## config.mk

```make
export PLATFORM = sky130hd
export DESIGN_NAME = pipeline_hazard_controller
export DESIGN_NICKNAME = d
export VERILOG_FILES = /design/src/rtl/pipeline_hazard_controller.sv
export SDC_FILE = /design/constraint.sdc
export NUM_CORES = 1
export LEC_CHECK = 0
export ABC_AREA = 1
export CAP_MARGIN = 20
export CORE_MARGIN = 5
export CORE_UTILIZATION = 49
export CTS_CLUSTER_SIZE = 25
export DETAILED_ROUTE_END_ITERATION = 8
export PLACE_DENSITY = 0.8
export SYNTH_ARGS = -nofsm -noshare
export SYNTH_HDL_FRONTEND = slang
export SYNTH_SLANG_ARGS = --single-unit
```

## constraint.sdc

```tcl
create_clock -name clk_i -period 2.5 [get_ports clk_i]
set_input_delay 0.625 -clock clk_i [delete_from_list [all_inputs] [get_ports clk_i]]
set_output_delay 0.625 -clock clk_i [all_outputs]
set_load 0.02 [all_outputs]
```

## src/rtl/pipeline_hazard_controller.sv

```systemverilog
// Pipeline hazard controller: load-use bubbles, branch flushes and data-memory wait
// handling with a timeout that parks the pipeline in a sticky ERROR state.
module pipeline_hazard_controller #(
  parameter logic [7:0] MEM_TIMEOUT = 8'd255,
  parameter int         STALL_CNT_W = 16
) (
  input  logic                   clk_i,
  input  logic                   rst_i,
  input  logic                   MemRead_EX_i,
  input  logic [4:0]             RDaddr_EX_i,
  input  logic [4:0]             RS1addr_ID_i,
  input  logic [4:0]             RS2addr_ID_i,
  input  logic                   Branch_taken_i,
  input  logic                   mem_req_i,
  input  logic                   mem_ack_i,
  output logic                   PCWrite_o,
  output logic                   IFID_Write_o,
  output logic                   IFID_Flush_o,
  output logic                   NoOp_o,
  output logic                   Freeze_o,
  output logic                   err_o,
  output logic [1:0]             state_o,
  output logic [STALL_CNT_W-1:0] stall_cnt_o
);

  typedef enum logic [1:0] {
    RUN      = 2'b00,
    MEM_WAIT = 2'b01,
    ERROR    = 2'b10,
    ILLEGAL  = 2'b11
  } stateT;

  localparam logic [7:0] TIMEOUT_LAST = MEM_TIMEOUT - 8'd1;

  stateT                  stateReg, stateNext;
  logic [7:0]             waitCntReg, waitCntNext;
  logic [STALL_CNT_W-1:0] stallCntReg;
  logic                   loadUse;

  assign loadUse = MemRead_EX_i && (RDaddr_EX_i != 5'd0) &&
                   ((RDaddr_EX_i == RS1addr_ID_i) || (RDaddr_EX_i == RS2addr_ID_i));

  always_comb begin
    stateNext    = stateReg;
    waitCntNext  = waitCntReg;
    PCWrite_o    = 1'b0;
    IFID_Write_o = 1'b0;
    IFID_Flush_o = 1'b0;
    NoOp_o       = 1'b0;
    Freeze_o     = 1'b0;
    case (stateReg)
      RUN, MEM_WAIT: begin
        if (stateReg == RUN && mem_req_i && !mem_ack_i) begin
          Freeze_o    = 1'b1;
          waitCntNext = 8'd0;
          stateNext   = MEM_WAIT;
        end else if (stateReg == MEM_WAIT && !mem_ack_i) begin
          Freeze_o    = 1'b1;
          waitCntNext = waitCntReg + 8'd1;
          if (waitCntReg == TIMEOUT_LAST)
            stateNext = ERROR;
        end else begin
          // Ack cycle and plain RUN share the hazard resolution; a stalled
          // ID instruction re-presents its branch, so lu masks the flush.
          NoOp_o       = loadUse;
          PCWrite_o    = !loadUse;
          IFID_Write_o = !loadUse;
          IFID_Flush_o = !loadUse && Branch_taken_i;
          waitCntNext  = 8'd0;
          stateNext    = RUN;
        end
      end
      default: begin
        Freeze_o  = 1'b1;
        stateNext = ERROR;
      end
    endcase
    if (!rst_i) begin
      PCWrite_o    = 1'b0;
      IFID_Write_o = 1'b0;
      IFID_Flush_o = 1'b0;
      NoOp_o       = 1'b0;
      Freeze_o     = 1'b0;
    end
  end

  always_ff @(posedge clk_i) begin
    if (!rst_i) begin
      stateReg    <= RUN;
      waitCntReg  <= 8'd0;
      stallCntReg <= '0;
    end else begin
      stateReg   <= stateNext;
      waitCntReg <= waitCntNext;
      if (!PCWrite_o && !stateReg[1] && (stallCntReg != '1))
        stallCntReg <= stallCntReg + STALL_CNT_W'(1);
    end
  end

  assign err_o       = stateReg[1];
  assign state_o     = stateReg;
  assign stall_cnt_o = stallCntReg;

endmodule

```

[Word level (Yosys, flattened, before mapping)]
Cells that the tools add are included.
Cells by class
  reductions and logical operators: 17
  shift operators: 0
  equality and inequality tests: 7
  divide/modulo/power cells: 0
  mux-type cells: 22
  magnitude comparators: 0
  bitwise logic cells: 0
  multiply operators: 0
  add/subtract/negate cells: 2
Operators with widths (count)
  16-bit by 1-bit adder with 16-bit output (second input constant): 1
  1-bit two-way mux: 16
  8-bit two-way mux: 2
  16-bit != test (second input constant): 1
  5-bit == test: 2
  8-bit by 1-bit adder with 8-bit output (second input constant): 1
  8-bit == test (second input constant): 1
  1-bit logical AND: 8
  2-bit two-way mux: 4
  5-bit nonzero test: 1
  1-bit zero test: 4
  4-bit != test (second input constant): 1
  3-bit by 2-bit != test with 1-bit output (second input constant): 1
  2-bit by 1-bit == test with 1-bit output (second input constant): 1
  2-bit zero test: 1
  2-bit AND reduction: 1
  2-bit OR reduction: 1
  1-bit logical OR: 1
Storage, ports and cells
  bits of input ports: 21
  bits in latches: 0
  register bits after elaboration: 26
  ROM bits: 0
  output and inout port bits: 24
  bits in writable memories: 0
  memories kept: 0
  logic and storage cells: 52

[Longest topological paths before layout]
  word-level depth: 11
  mapped depth: 12
  gate-level depth less buffers: 11

[Worst setup path after synthesis]
Ideal clock, no wire load.
  path type: input port to output port
  start point: in mem_ack_i
  end point: out PCWrite_o
  path slack: 0.128 ns
  buffers on the path: 3
  data arrival time: 1.747 ns
  stages on the path: 11
  data required time: 1.875 ns
  cells stage by stage: inv_1 -> nand2_1 -> nor2_1 -> nor2_2 -> nand2_1 -> nor2_1 -> nand2_2 -> buf_6 -> buf_8 -> inv_1 -> buf_4
On the way
  cells in the longest elaborated chain, start to end: 6
  elaborated cells between the ends (all ways): 7
  classes of those cells: mux (4); reduce/logical (3)
Ends and longest elaborated chain
  start: declaration: RTL line 15  | input logic mem_ack_i,
  1-bit zero test *: RTL line 53, 57
  1-bit logical AND: RTL line 57  | end else if (stateReg == MEM_WAIT && !mem_ack_i) begin
  1-bit two-way mux
  1-bit two-way mux * (3 in a row)
  end: declaration: RTL line 16  | output logic PCWrite_o,
Mark *: on every way between the ends. The rest lies on a longest branch, timed or not.

[Worst setup path in the final report]
  start point: in mem_req_i
  end point: out IFID_Flush_o
On the way
  cells in the longest elaborated chain, start to end: 5
Ends and longest elaborated chain
  start: declaration: RTL line 14  | input logic mem_req_i,
  1-bit logical AND (2 in a row): RTL line 53  | if (stateReg == RUN && mem_req_i && !mem_ack_i) begin
  1-bit two-way mux: RTL line 53
  1-bit two-way mux: RTL line 51  | case (stateReg)
  1-bit two-way mux: RTL line 78  | if (!rst_i) begin
  end: declaration: RTL line 18  | output logic IFID_Flush_o,
Every way passes these cells.

==> qor.yml <==
grt:
  grt_pass1_wl_um: 6090
  grt_pass1_vias: 1479
  grt_max_degree: 19
  antenna_found_initial: 0
  grt_util_all_layers_pct: 14.9
  grt_overflow: 0
placed_design:
  portBuffers: 44
  gp_congestion: 0.858
  placed_cells: 337
  hpwl_um: 2810
pwr:
  finalPower_uw: 829
  power_frac_seq_pct: 52.1
  p_per_area_mw_per_mm2: 364
  swShare_pct: 28.2
  switchingPower_uw: 234
  p_leak_nw: 0.950
  max-vdd-ir-drop_mv: 0.178
  combPwrFrac_pct: 22.2
  clkPwrFrac_pct: 25.7
  p_int_uw: 595
setup_path:
  end_kind: "output pin"
  required_ps: 1880
  worstPathCellList: "clkdlybuf4s50_1 > nand3_1 > nand2_1 > nor2_1 > nand2_4 > nor2_4 > buf_6"
  startpoint_type: "primary input"
  worst_path_max_delay_cell: "clkdlybuf4s50_1"
  critical_path_arrival_ps: 1780
  slowest_delay_ps: 400
  critPathKind: "primary input to output pin"
  path_max_fanout: 3
clock_tree:
  cts_tree: "yes"
  cts.path.max_buffers: 2
  numCtsBuffers: 3
  clk_pin_slew_ps: 140
  cts_sinks: 26
  root_buffer: "clkbuf_4"
  holdBufCountCts: 0
  clock_latency_ps: 320
  cts_max_level: 1
status:
  outcome: "finished, final reports clean"
timing:
  fin_crit_ps: 2410
  fin_crit_sh_pct: 96.2
  fin_skew_ps: 1.86
  max_freq_mhz: 416
  drv_slew: 0
  worstMarginPinSlew_ps: 378
  hold_viol: 0
  setup_viol: 0
  relSlewSlack_pct: 74.8
floorplan:
  core_mm2: 0.00336
  start_util_pct: 51.3
  io_pins: 45
  die_area_mm2: 0.00481
  die_w_um: 69.3
  fp-row-count: 21
  dieHeight_um: 69.3
finish:
  mostFrequentLayoutCells: "nand2_1 (59), nor2_1 (30), inv_1 (26), dfxtp_1 (26), clkdlybuf4s50_1 (25)"
  layout.nets: 322
  antennaDiodeCount: 0
  drive_gt1_share_pct: 16.8
  stdcell_count: 343
  mostFrequentLayoutCell: "nand2_1"
  syn2layout_area_growth_pct: 32.0
  fillers: 331
logic_synthesis:
  synth_cell_type_count: 28
  netlist_area_mm2: 0.00173
  syn_area_per_cell_um2: 6.87
  ys_ff_latch: 26
  syn-num-nets: 275
  ys_seq_area_share_pct: 30.2
  syn_inst: 251
  synth_warnings: 0
drt:
  firstDrtPassIters: 4
  drt_iter0_drc: 53
  drc: 0
  drt-wirelength-per-cell_um: 10.4
  viasPerCell: 4.76
  finalWirelength_um: 3560
  ant_nets: 0
  vias: 1633
worst_hold_path:
  hp-class: "flop to flop"
run:
  cap_violations: 0
==> area by class of cell <==
type	count	area [um2]	area share (%)
well taps	46	57.6	2.53
clock buffers	4	36.3	1.59
multi-input cells	184	1040	45.5
repair buffers	50	500	22.0
flip-flops and latches	26	520	22.9
inverters	33	126	5.55
==> Yosys cell counts <==
library cell | count | area, um2
nand2_2 | 2 | 12.5
nand3_1 | 21 | 105
xnor2_1 | 8 | 70.1
nor3_4 | 1 | 16.3
a21oi_2 | 10 | 87.6
o21ai_0 | 3 | 15.0
nand2_1 | 60 | 225
a211oi_1 | 2 | 15.0
a21oi_1 | 10 | 50.1
buf_4 | 3 | 22.5
nand3_2 | 8 | 80.1
inv_2 | 5 | 18.8
dfxtp_1 | 26 | 521
nor2_2 | 2 | 12.5
nand2_4 | 1 | 11.3
ha_1 | 3 | 37.5
buf_8 | 1 | 15.0
and3_1 | 1 | 6.26
xor2_1 | 10 | 87.6
buf_6 | 2 | 22.5
o21ai_2 | 1 | 8.76
clkinv_1 | 1 | 3.75
nand4_1 | 3 | 18.8
clkbuf_1 | 2 | 7.51
inv_1 | 27 | 101
nor3_1 | 5 | 25.0
nor2_1 | 32 | 120
a2bb2oi_1 | 1 | 8.76
==> critical path, delay by kind of cell <==
kind | cells | cell delay, ps
buffers and inverters | 2 | 520
AND/OR/NAND/NOR | 5 | 640
==> repair_timing <==
action / in CTS / in global routing
pin swaps: 6 / 8
resized for setup: 30 / 19
setup buffers: 1 / 1
setup endpoints to repair: 5 / 4
==> through the flow <==
step / setup TNS [ps] / setup slack (ps) / hold WS, ps / cell area, um2 / util [%]
4_1_cts: 0 / 0.776 / 476 / 2210 / 65.8
2_1_floorplan: 0 / 128 / 438 / 1730 / -
3_3_place_gp: -2150 / -488 / 451 / 2190 / 65.0
5_1_grt: -8.65 / -8.65 / 495 / 2280 / 67.7
3_5_place_dp: -2250 / -525 / 451 / 2190 / 65.0
6_report: 0 / 94.5 / 473 / 2280 / 67.7
==> final timing paths <==
check / startpoint / end / slack, ps / cells past startpoint
hold reg to reg: waitCntReg[5] / waitCntReg[5] / 470 / 2
setup / recovery: mem_req_i / IFID_Flush_o / 90 / 7
hold / removal: waitCntReg[5] / waitCntReg[5] / 470 / 2
setup reg to reg: state_o[1] / stall_cnt_o[6] / 630 / 10
==> routing by layer <==
layer / routed length (um) / vias up / share of wire (%) / global-route usage, %
met1: 1720 / 712 / 48 / 18.2
li1: - / 882 / - / -
met2: 1600 / 35 / 45 / 25.7
met5: 0 / - / 0 / 0
met4: 56 / 0 / 1.6 / 5.21
met3: 186 / 4 / 5.2 / 3.04
==> state kept, by name (all words and copies together) (netlist names) <==
register / flops
stall_cnt_o: 16
state_o: 2
waitCntReg: 8
==> kinds of logic (layout without fill, tap and decap cells) <==
logic type / after synthesis / count (layout) / share of synthesized area, %
flip-flops: 26 / 26 / 30.2
AND/OR/NAND/NOR: 136 / 136 / 36.7
adder cells (fa/ha/maj): 3 / 3 / 2.18
XOR/XNOR: 18 / 18 / 9.14
buffers and inverters: 41 / 87 / 11.1
AO/OA/AOI/OAI: 27 / 27 / 10.7
==> power groups by stage <==
stage | combinational (mW) | sequential [mW] | clock, mW
floorplan | 0.102 | 0.448 | 0
global placement | 0.176 | 0.441 | 0
detailed placement | 0.178 | 0.440 | 0
CTS | 0.175 | 0.432 | 0.222
global route | 0.202 | 0.434 | 0.233
finish | 0.184 | 0.432 | 0.213
(Power assumes the default switching activity.)
